File: src/rtl/riscv_pkg.sv
// Types and widths shared by fetch, decode and the branch unit.
`timescale 1ns/1ps
package riscv_pkg;

    localparam int XLEN    = 32;
    localparam int PC_W    = 32;
    localparam int INSTR_W = 32;

    typedef struct packed {
        logic [INSTR_W-1:0] instr;
        logic [PC_W-1:0]    pc;
    } fetch_entry_t;

endpackage

File: src/rtl/fetch_fifo.sv
// Synchronous FIFO of fetch entries with registered head; flush beats push and pop.
`timescale 1ns/1ps
module fetch_fifo
    import riscv_pkg::*;
#(
    parameter int DEPTH = 2,
    parameter int CNT_W = $clog2(DEPTH + 1)
) (
    input  logic             i_clk,
    input  logic             i_rst,
    input  logic             i_push,
    input  fetch_entry_t     i_data,
    input  logic             i_pop,
    input  logic             i_flush,
    output fetch_entry_t     o_data,
    output logic [CNT_W-1:0] o_count,
    output logic             o_empty,
    output logic             o_full
);
    localparam int PTR_W = (DEPTH > 1) ? $clog2(DEPTH) : 1;

    fetch_entry_t     r_mem [DEPTH];
    logic [PTR_W-1:0] r_rd_ptr;
    logic [PTR_W-1:0] r_wr_ptr;
    logic [CNT_W-1:0] r_count;
    logic             w_do_push;
    logic             w_do_pop;

    function automatic logic [PTR_W-1:0] ptr_inc(input logic [PTR_W-1:0] p);
        return (p == PTR_W'(DEPTH - 1)) ? '0 : p + PTR_W'(1);
    endfunction

    assign o_full    = (r_count == CNT_W'(DEPTH));
    assign o_empty   = (r_count == '0);
    assign o_count   = r_count;
    assign o_data    = r_mem[r_rd_ptr];
    assign w_do_push = i_push && !o_full;
    assign w_do_pop  = i_pop && !o_empty;

    always_ff @(posedge i_clk) begin
        if (i_rst || i_flush) begin
            r_rd_ptr <= '0;
            r_wr_ptr <= '0;
            r_count  <= '0;
        end else begin
            if (w_do_push) r_wr_ptr <= ptr_inc(r_wr_ptr);
            if (w_do_pop)  r_rd_ptr <= ptr_inc(r_rd_ptr);
            r_count <= r_count + CNT_W'(w_do_push) - CNT_W'(w_do_pop);
        end
    end

    // Storage needs no reset: the count alone decides what is valid.
    always_ff @(posedge i_clk) begin
        if (w_do_push && !i_flush) r_mem[r_wr_ptr] <= i_data;
    end

endmodule

File: src/rtl/fetch_unit.sv
// Sequential instruction fetch with credit-limited issue, in-order response
// buffering and redirect squash of all in-flight and buffered fetches.
`timescale 1ns/1ps
module fetch_unit
    import riscv_pkg::fetch_entry_t;
#(
    parameter int              PC_W       = 32,
    parameter logic [PC_W-1:0] RESET_PC   = '0,
    parameter int              FIFO_DEPTH = 2
) (
    input  logic            clk,
    input  logic            rst,
    input  logic            redirect_valid,
    input  logic [PC_W-1:0] redirect_pc,
    output logic            req_valid,
    input  logic            req_ready,
    output logic [PC_W-1:0] req_addr,
    input  logic            resp_valid,
    input  logic [31:0]     resp_data,
    output logic            out_valid,
    input  logic            out_ready,
    output logic [31:0]     out_instr,
    output logic [PC_W-1:0] out_pc
);
    localparam int CNT_W = $clog2(FIFO_DEPTH + 1);

    logic [PC_W-1:0]  r_pc;
    logic [PC_W-1:0]  r_hold_pc;
    logic [PC_W-1:0]  r_resp_pc;
    logic [CNT_W-1:0] r_outstanding;
    logic [CNT_W-1:0] r_kill;
    logic             r_stale;

    logic [CNT_W-1:0] w_fifo_count;
    logic             w_fifo_empty;
    logic             w_fifo_full;
    logic [CNT_W:0]   w_credit_used;
    logic             w_accept;
    logic             w_resp;
    logic             w_push;
    logic             w_pop;
    logic [PC_W-1:0]  w_target;
    logic [CNT_W-1:0] w_inflight_next;
    fetch_entry_t     w_push_entry;
    fetch_entry_t     w_head;

    assign w_credit_used   = {1'b0, w_fifo_count} + {1'b0, r_outstanding};
    assign req_valid       = !rst && (w_credit_used < (CNT_W + 1)'(FIFO_DEPTH));
    // A request presented before a redirect keeps its address until accepted.
    assign req_addr        = r_stale ? r_hold_pc : r_pc;
    assign w_accept        = req_valid && req_ready;
    // With nothing outstanding, a response can only be left over from before reset.
    assign w_resp          = resp_valid && (r_outstanding != '0);
    assign w_push          = w_resp && !redirect_valid && (r_kill == '0) && !w_fifo_full;
    assign w_pop           = out_valid && out_ready;
    assign w_target        = redirect_pc & ~PC_W'(3);
    assign w_inflight_next = r_outstanding + CNT_W'(w_accept) - CNT_W'(w_resp);

    // Live responses are strictly sequential from the last redirect target,
    // so the PC of the next pushed word is tracked rather than queued.
    assign w_push_entry = '{instr: resp_data, pc: r_resp_pc};

    always_ff @(posedge clk) begin
        if (rst) begin
            r_pc          <= RESET_PC;
            r_hold_pc     <= RESET_PC;
            r_resp_pc     <= RESET_PC;
            r_outstanding <= '0;
            r_kill        <= '0;
            r_stale       <= 1'b0;
        end else begin
            r_outstanding <= w_inflight_next;
            if (redirect_valid) begin
                r_pc      <= w_target;
                r_resp_pc <= w_target;
                r_kill    <= w_inflight_next;
                if (req_valid && !req_ready) begin
                    r_stale   <= 1'b1;
                    r_hold_pc <= req_addr;
                end else begin
                    r_stale   <= 1'b0;
                end
            end else begin
                r_kill <= r_kill - CNT_W'(w_resp && (r_kill != '0))
                                 + CNT_W'(w_accept && r_stale);
                if (w_accept) begin
                    if (r_stale) r_stale <= 1'b0;
                    else         r_pc    <= r_pc + PC_W'(4);
                end
                if (w_push) r_resp_pc <= r_resp_pc + PC_W'(4);
            end
        end
    end

    fetch_fifo #(
        .DEPTH (FIFO_DEPTH),
        .CNT_W (CNT_W)
    ) u_fifo (
        .i_clk   (clk),
        .i_rst   (rst),
        .i_push  (w_push),
        .i_data  (w_push_entry),
        .i_pop   (w_pop),
        .i_flush (redirect_valid),
        .o_data  (w_head),
        .o_count (w_fifo_count),
        .o_empty (w_fifo_empty),
        .o_full  (w_fifo_full)
    );

    assign out_valid = !w_fifo_empty;
    assign out_instr = w_head.instr;
    assign out_pc    = w_head.pc;

endmodule

File: config.mk
export PLATFORM = sky130hd
export DESIGN_NAME = fetch_unit
export DESIGN_NICKNAME = d
export VERILOG_FILES = /design/src/rtl/riscv_pkg.sv /design/src/rtl/fetch_fifo.sv /design/src/rtl/fetch_unit.sv
export SDC_FILE = /design/constraint.sdc
export NUM_CORES = 1
export LEC_CHECK = 0
export ABC_AREA = 1
export CORE_ASPECT_RATIO = 0.75
export CORE_MARGIN = 1
export CORE_UTILIZATION = 40
export CTS_CLUSTER_SIZE = 24
export DETAILED_ROUTE_END_ITERATION = 6
export PLACE_DENSITY = 0.66
export SETUP_SLACK_MARGIN = 0.4
export SYNTH_ARGS = -nofsm -noshare
export SYNTH_HDL_FRONTEND = slang
export SYNTH_HIERARCHICAL = 1
export SYNTH_SLANG_ARGS = --single-unit
File: constraint.sdc
create_clock -name clk -period 6.4 [get_ports clk]
set_input_delay 0.96 -clock clk [delete_from_list [all_inputs] [get_ports clk]]
set_output_delay 0.96 -clock clk [all_outputs]
set_load 0.02 [all_outputs]
; After elaboration in Yosys (flattened, before gate mapping)
; Memories as Yosys holds them, arrays and structs flattened. A register that Yosys moved wholly into a read port is not among the register bits.
; Index checks and enable logic that the tools add are counted.
[op_classes]
n_mux = 16
eq_ne = 2
n_reduce_logical = 29
magnitude_cmp = 1
n_bitwise = 1
addsub = 11
[op_table]
columns = cell, count
row1 = 32-bit 2-to-1 mux, 6
row2 = "32-bit by 3-bit adder with 32-bit output, second input constant", 2
row3 = 1-bit logical AND, 13
row4 = 1-bit 2-to-1 mux, 9
row5 = 2-bit nonzero test, 4
row6 = 2-bit by 1-bit adder with 2-bit output, 3
row7 = 2-bit AND reduction, 3
row8 = 2-bit by 1-bit subtractor with 2-bit output, 3
row9 = 1-bit zero test, 5
row10 = 2-bit zero test, 2
row11 = 2-bit by 2-bit adder with 3-bit output, 1
row12 = "3-bit by 2-bit < comparator with 1-bit output, second input constant", 1
row13 = "1-bit adder, second input constant", 2
row14 = "2-bit == test, second input constant", 1
row15 = 2-bit 2-to-1 mux, 1
row16 = "2-bit inequality test, second input constant", 1
row17 = 2-bit OR reduction, 1
row18 = 1-bit logical OR, 1
row19 = 1-bit NOT, 1
[totals]
inputBits = 70
regBits = 105
out_inout_bits = 98
mem_count = 1
word_cells = 72
ramBits = 128
[memory_table]
columns = memory, depth, word_bits, rd, rd_clocked_by_memory_dff, wr, line
row1 = u_fifo.r_mem, 2, 64, 1, 1, 1, fetch_fifo.sv:22  ; fetch_entry_t r_mem [DEPTH];

; Logic depth before layout (Yosys ltp)
[logic_depth]
ltp_word = 9
ltp_mapped = 16
ltp_nobuf = 15

; Hierarchy
; The synthesis kept the hierarchy.
[modules_own_cells]
columns = mod, cells_each, seq_area_each_um2, instances, area_each_um2
row1 = fetch_unit, 1005, 1941.9, 1, 6087.1
row2 = fetch_fifo, 237, 3943.8, 1, 5173.7

; Least setup slack after synthesis
; OpenSTA, ideal clock, no wires.
[synth_path]
kind = in2reg
startpoint = input redirect_valid
endpoint = memory u_fifo/r_mem[0][0] (netlist bit) (enable)
setup_slack_ns = -0.234
setup_time_ns = 0.565
required_ns = 5.835
n_path_buf = 2
cell_stages = 7
arrival_ns = 6.069
path_cell_list = buf_6 > nor2_2 > nand2_2 > nor2_4 > buf_4 > nand2_1 > nor3_1
[synth_between]
elab_chain_len = 8
[synth_lines]
columns = item, line
row1 = start: declaration, fetch_unit.sv:13  ; input logic redirect_valid,
row2 = 1-bit zero test, fetch_unit.sv:54  ; assign w_push = w_resp && !redirect_valid && (r_kill == '0) && !w_fifo_full;
row3 = 1-bit logical AND (3 in series), fetch_unit.sv:54
row4 = net w_push, fetch_unit.sv:40  ; logic w_push;
row5 = 1-bit logical AND, fetch_fifo.sv:37  ; assign w_do_push = i_push && !o_full;
row6 = 1-bit logical AND, fetch_fifo.sv:54  ; if (w_do_push && !i_flush) r_mem[r_wr_ptr] <= i_data;
row7 = 1-bit 2-to-1 mux, fetch_fifo.sv:54
row8 = 1-bit 2-to-1 mux (implied by the code), fetch_fifo.sv:54
row9 = end: declaration, fetch_fifo.sv:22
; The timed path passes the listed nets, and every way through them passes these cells.

==> summary.txt <==
Outcome
  – Status: complete, no violations

Critical path
  – CP Cell Sequence: buf_4 -> mux2_4 -> clkdlybuf4s50_1
  – CP Data Required Time: 5.44 ns
  – CP arrival: 2.91 ns
  – Crit-path leading delay family: buffers and inverters
  – Slowest stage delay, CP: 0.82 ns
  – Critical Path Start Type: register
  – Buf/Inv on CP: 2
  – Slowest CP cell: dfxtp_4
  – Crit end category: output pin
  – Crit path kind: register to output pin
  – Crit Path Max Fanout: 37

Logic synthesis
  – Ranking of synthesized cells by area: edfxtp_1, dfxtp_1, nand2_1, mux2_4, inv_1
  – Mapped Cells: 1242
  – Synth area leader: edfxtp_1
  – Area share of the largest cell type after synthesis: 34.13%
  – Synth warn: 6
  – Register area share after synthesis: 52.27%
  – Post-Syn Area: 0.01126 mm²
  – Synth unique cells: 41
  – #FFs+latches synth: 230
  – Syn Area/Cell: 9.067 µm²

Timing
  – Least-Margin Pin Slew: 1.017 ns
  – Final min period: 3.868 ns
  – Final period utilization: 60.44%
  – Slew Viols, Final: 0
  – Setup violators final: 0
  – Setup Total Neg Slack: 0 ns
  – Hold Slack: 0.4460 ns
  – Setup repair after global routing missed its margin: no
  – Max Freq: 0.2585 GHz
  – Relative slew slack: 32.17%
  – Final hold vios: 0
  – Final clock skew: 0.01395 ns

Power
  – Leakage Power: 5.117 nW
  – Sequential share of power: 46.2%
  – Clock share of power: 42.2%
  – Logic pwr share: 11.6%
  – P_int: 2.767 mW
  – Worst ir drop on vdd: 0.1874 mV
  – Pwr Density: 262.5 mW/mm²
  – Sw frac: 24.40%
  – Psw: 0.8934 mW

Global route
  – GRT Overall Usage: 18.77%
  – Largest net degree at the start of global routing: 71
  – First-pass GRT wire length: 43120 µm
  – Number of global-route vias before repair: 8320
  – Total gr overflow: 0
  – Initial antenna violation count: 0

Route
  – Iter 0 DRT Violations: 622
  – Residual DRC count: 0
  – Final ANT Viol Nets: 0
  – Wire length per cell: 15.38 µm
  – Vias per cell: 5.034
  – Drt total wl: 27090 µm
  – Via count: 8870
  – 1st-pass router iterations: 6

Final layout
  – Ant diodes: 0
  – Area delta synth->final: 23.86%
  – Final Cell Area: 0.01395 mm²
  – Finished Core Util: 51.04%
  – Fill cells: 2564
  – Fin nets: 1472
  – Share of cells above drive strength 1: 10.91%

Clock tree
  – Clock sink count: 230
  – CTS Root Cell: clkbuf_16
  – CTS tree: built
  – CTS Buf Count: 25
  – # H-tree levels: 1
  – CTS Hold Buffers Added: 0
  – Clock transition at path regs: 0.06 ns
  – Post-CTS resize count: 0
  – Worst-skew pair later-pin latency: 0.53 ns
  – Post-CTS Setup Inserts: 0
  – CTS Buffer Depth: 3

Worst hold path
  – Class of the worst hold path: register to register

Floorplanning
  – IO Pins: 168
  – Die Y: 147.3 µm
  – Placement Rows: 52
  – Die ar.: 0.02883 mm²
  – Core ar.: 0.02733 mm²
  – Initial Util: 41.21%
  – Die width: 195.7 µm

Placed design
  – DP HPWL: 18720 µm
  – Placed Area: 0.01307 mm²
  – Routability cong.: 0.9201
  – Port Buffer Count: 165

Run
  – Max cap viols: 0
[synth_stat cells]
cell type and n:
buf_2 11, xnor2_1 6, nor2_2 13, xor2_1 5, inv_2 3, inv_1 127
o21ai_2 1, inv_4 1, nand2_1 327, nor3_2 1, buf_4 5, o21ai_4 1
o21ai_1 6, clkbuf_1 21, nor2_4 9, nand3_4 1, or2_2 2, a21oi_1 88
dfxtp_1 102, conb_1 1, o211ai_1 2, buf_1 2, fa_1 1, nor2_1 99
edfxtp_1 128, buf_12 6, and2_1 1, nand3_2 1, ha_1 8, nor3b_1 1
nand2_4 2, o21ai_0 77, mux2_2 4, nand3_1 89, nand3b_1 2, buf_6 4
mux2_4 60, a31oi_1 8, nor3_1 3, nand2_2 8, nand4_1 5
[sequential cells by signal (all words and copies together) (netlist names), named ones only]
signal,cells
r_hold_pc,32
r_kill,2
r_outstanding,2
r_pc,30
r_resp_pc,30
r_stale,1
u_fifo/o_count,2
u_fifo/r_mem,128
u_fifo/r_rd_ptr,1
u_fifo/r_wr_ptr,1
[cell usage in the layout, fill, tap and decap left out, drive strengths merged, types with 8 or more instances in the layout]
master / Yosys / final
a21oi: 88 / 88
a31oi: 8 / 8
clkbuf: 21 / 35
clkdlybuf4s50: 0 / 163
dfxtp: 102 / 102
edfxtp: 128 / 128
ha: 8 / 8
inv: 131 / 131
mux2: 64 / 64
nand2: 337 / 337
nand3: 91 / 91
nor2: 121 / 121
o21ai: 85 / 85
[worst paths after layout]
check	slack (ns)	start	depth (start not counted)	to
worst min-delay path	0.45	r_hold_pc[0]	2	r_hold_pc[0]
worst max register to register	3.24	u_fifo/o_count[0]	10	r_hold_pc[24]
worst min register to register	0.45	r_hold_pc[0]	2	r_hold_pc[0]
worst max-delay path	2.53	register	3	out_pc[9]
[worst reg2reg max path: cells and delay by family (launching register included)]
kind / cells / cell delay [ns]
buffers and inverters: 4 / 1.27
AND/OR/NAND/NOR: 4 / 0.85
adder cells (fa/ha/maj): 1 / 0.41
flip-flops: 1 / 0.38
AO/OA/AOI/OAI: 1 / 0.19
[final cells by class]
type | count | area [µm²] | share of cell area (%)
multi-input cells | 835 | 4567 | 32.74
flip-flops and latches | 230 | 5891 | 42.24
clock inverters | 10 | 173.9 | 1.247
well taps | 351 | 439.2 | 3.149
clock buffers | 35 | 703.2 | 5.042
repair buffers | 170 | 1679 | 12.04
inverters | 131 | 494.2 | 3.544
[metrics by stage]
stage               setup slack (ns)  power (mW)  std cells
floorplan                      1.486       1.979       1245
global placement               2.612       2.141       1717
detailed placement             2.584       2.149       1717
CTS                            2.473       3.697       1762
global route                   2.418       3.814       1762
finish                         2.532       3.661       1762
[routing by layer]
metal / global-route usage (%) / up-vias / wire (µm)
li1: - / 4401 / -
met1: 26.75 / 4167 / 12780
met2: 29.70 / 271 / 12090
met5: 0 / - / 0
met3: 3.421 / 31 / 1776
met4: 4.141 / 0 / 451
[power by group through the flow]
stage | clock network, mW | registers (mW) | logic (mW)
after detailed placement | 0 | 1.72 | 0.425
after floorplan | 0 | 1.70 | 0.279
final | 1.54 | 1.69 | 0.424
after global routing | 1.64 | 1.70 | 0.472
after global placement | 0 | 1.72 | 0.420
after CTS | 1.58 | 1.69 | 0.428
[cell families (layout without fill, tap and decap cells)]
kind of cell / after synthesis / after routing / synth area share [%]
DFF: 230 / 230 / 52.27
AOI/OAI and AO/OA: 183 / 183 / 8.400
adders and majority gates: 9 / 9 / 1.067
and+or+nand+nor: 564 / 564 / 21.53
other: 1 / 4 / 0.03330
xor gates and xnor gates: 11 / 11 / 0.8555
buffers and inverters: 180 / 346 / 7.445
muxes: 64 / 64 / 8.400
Note: power is estimated with default switching activity, not from simulation.
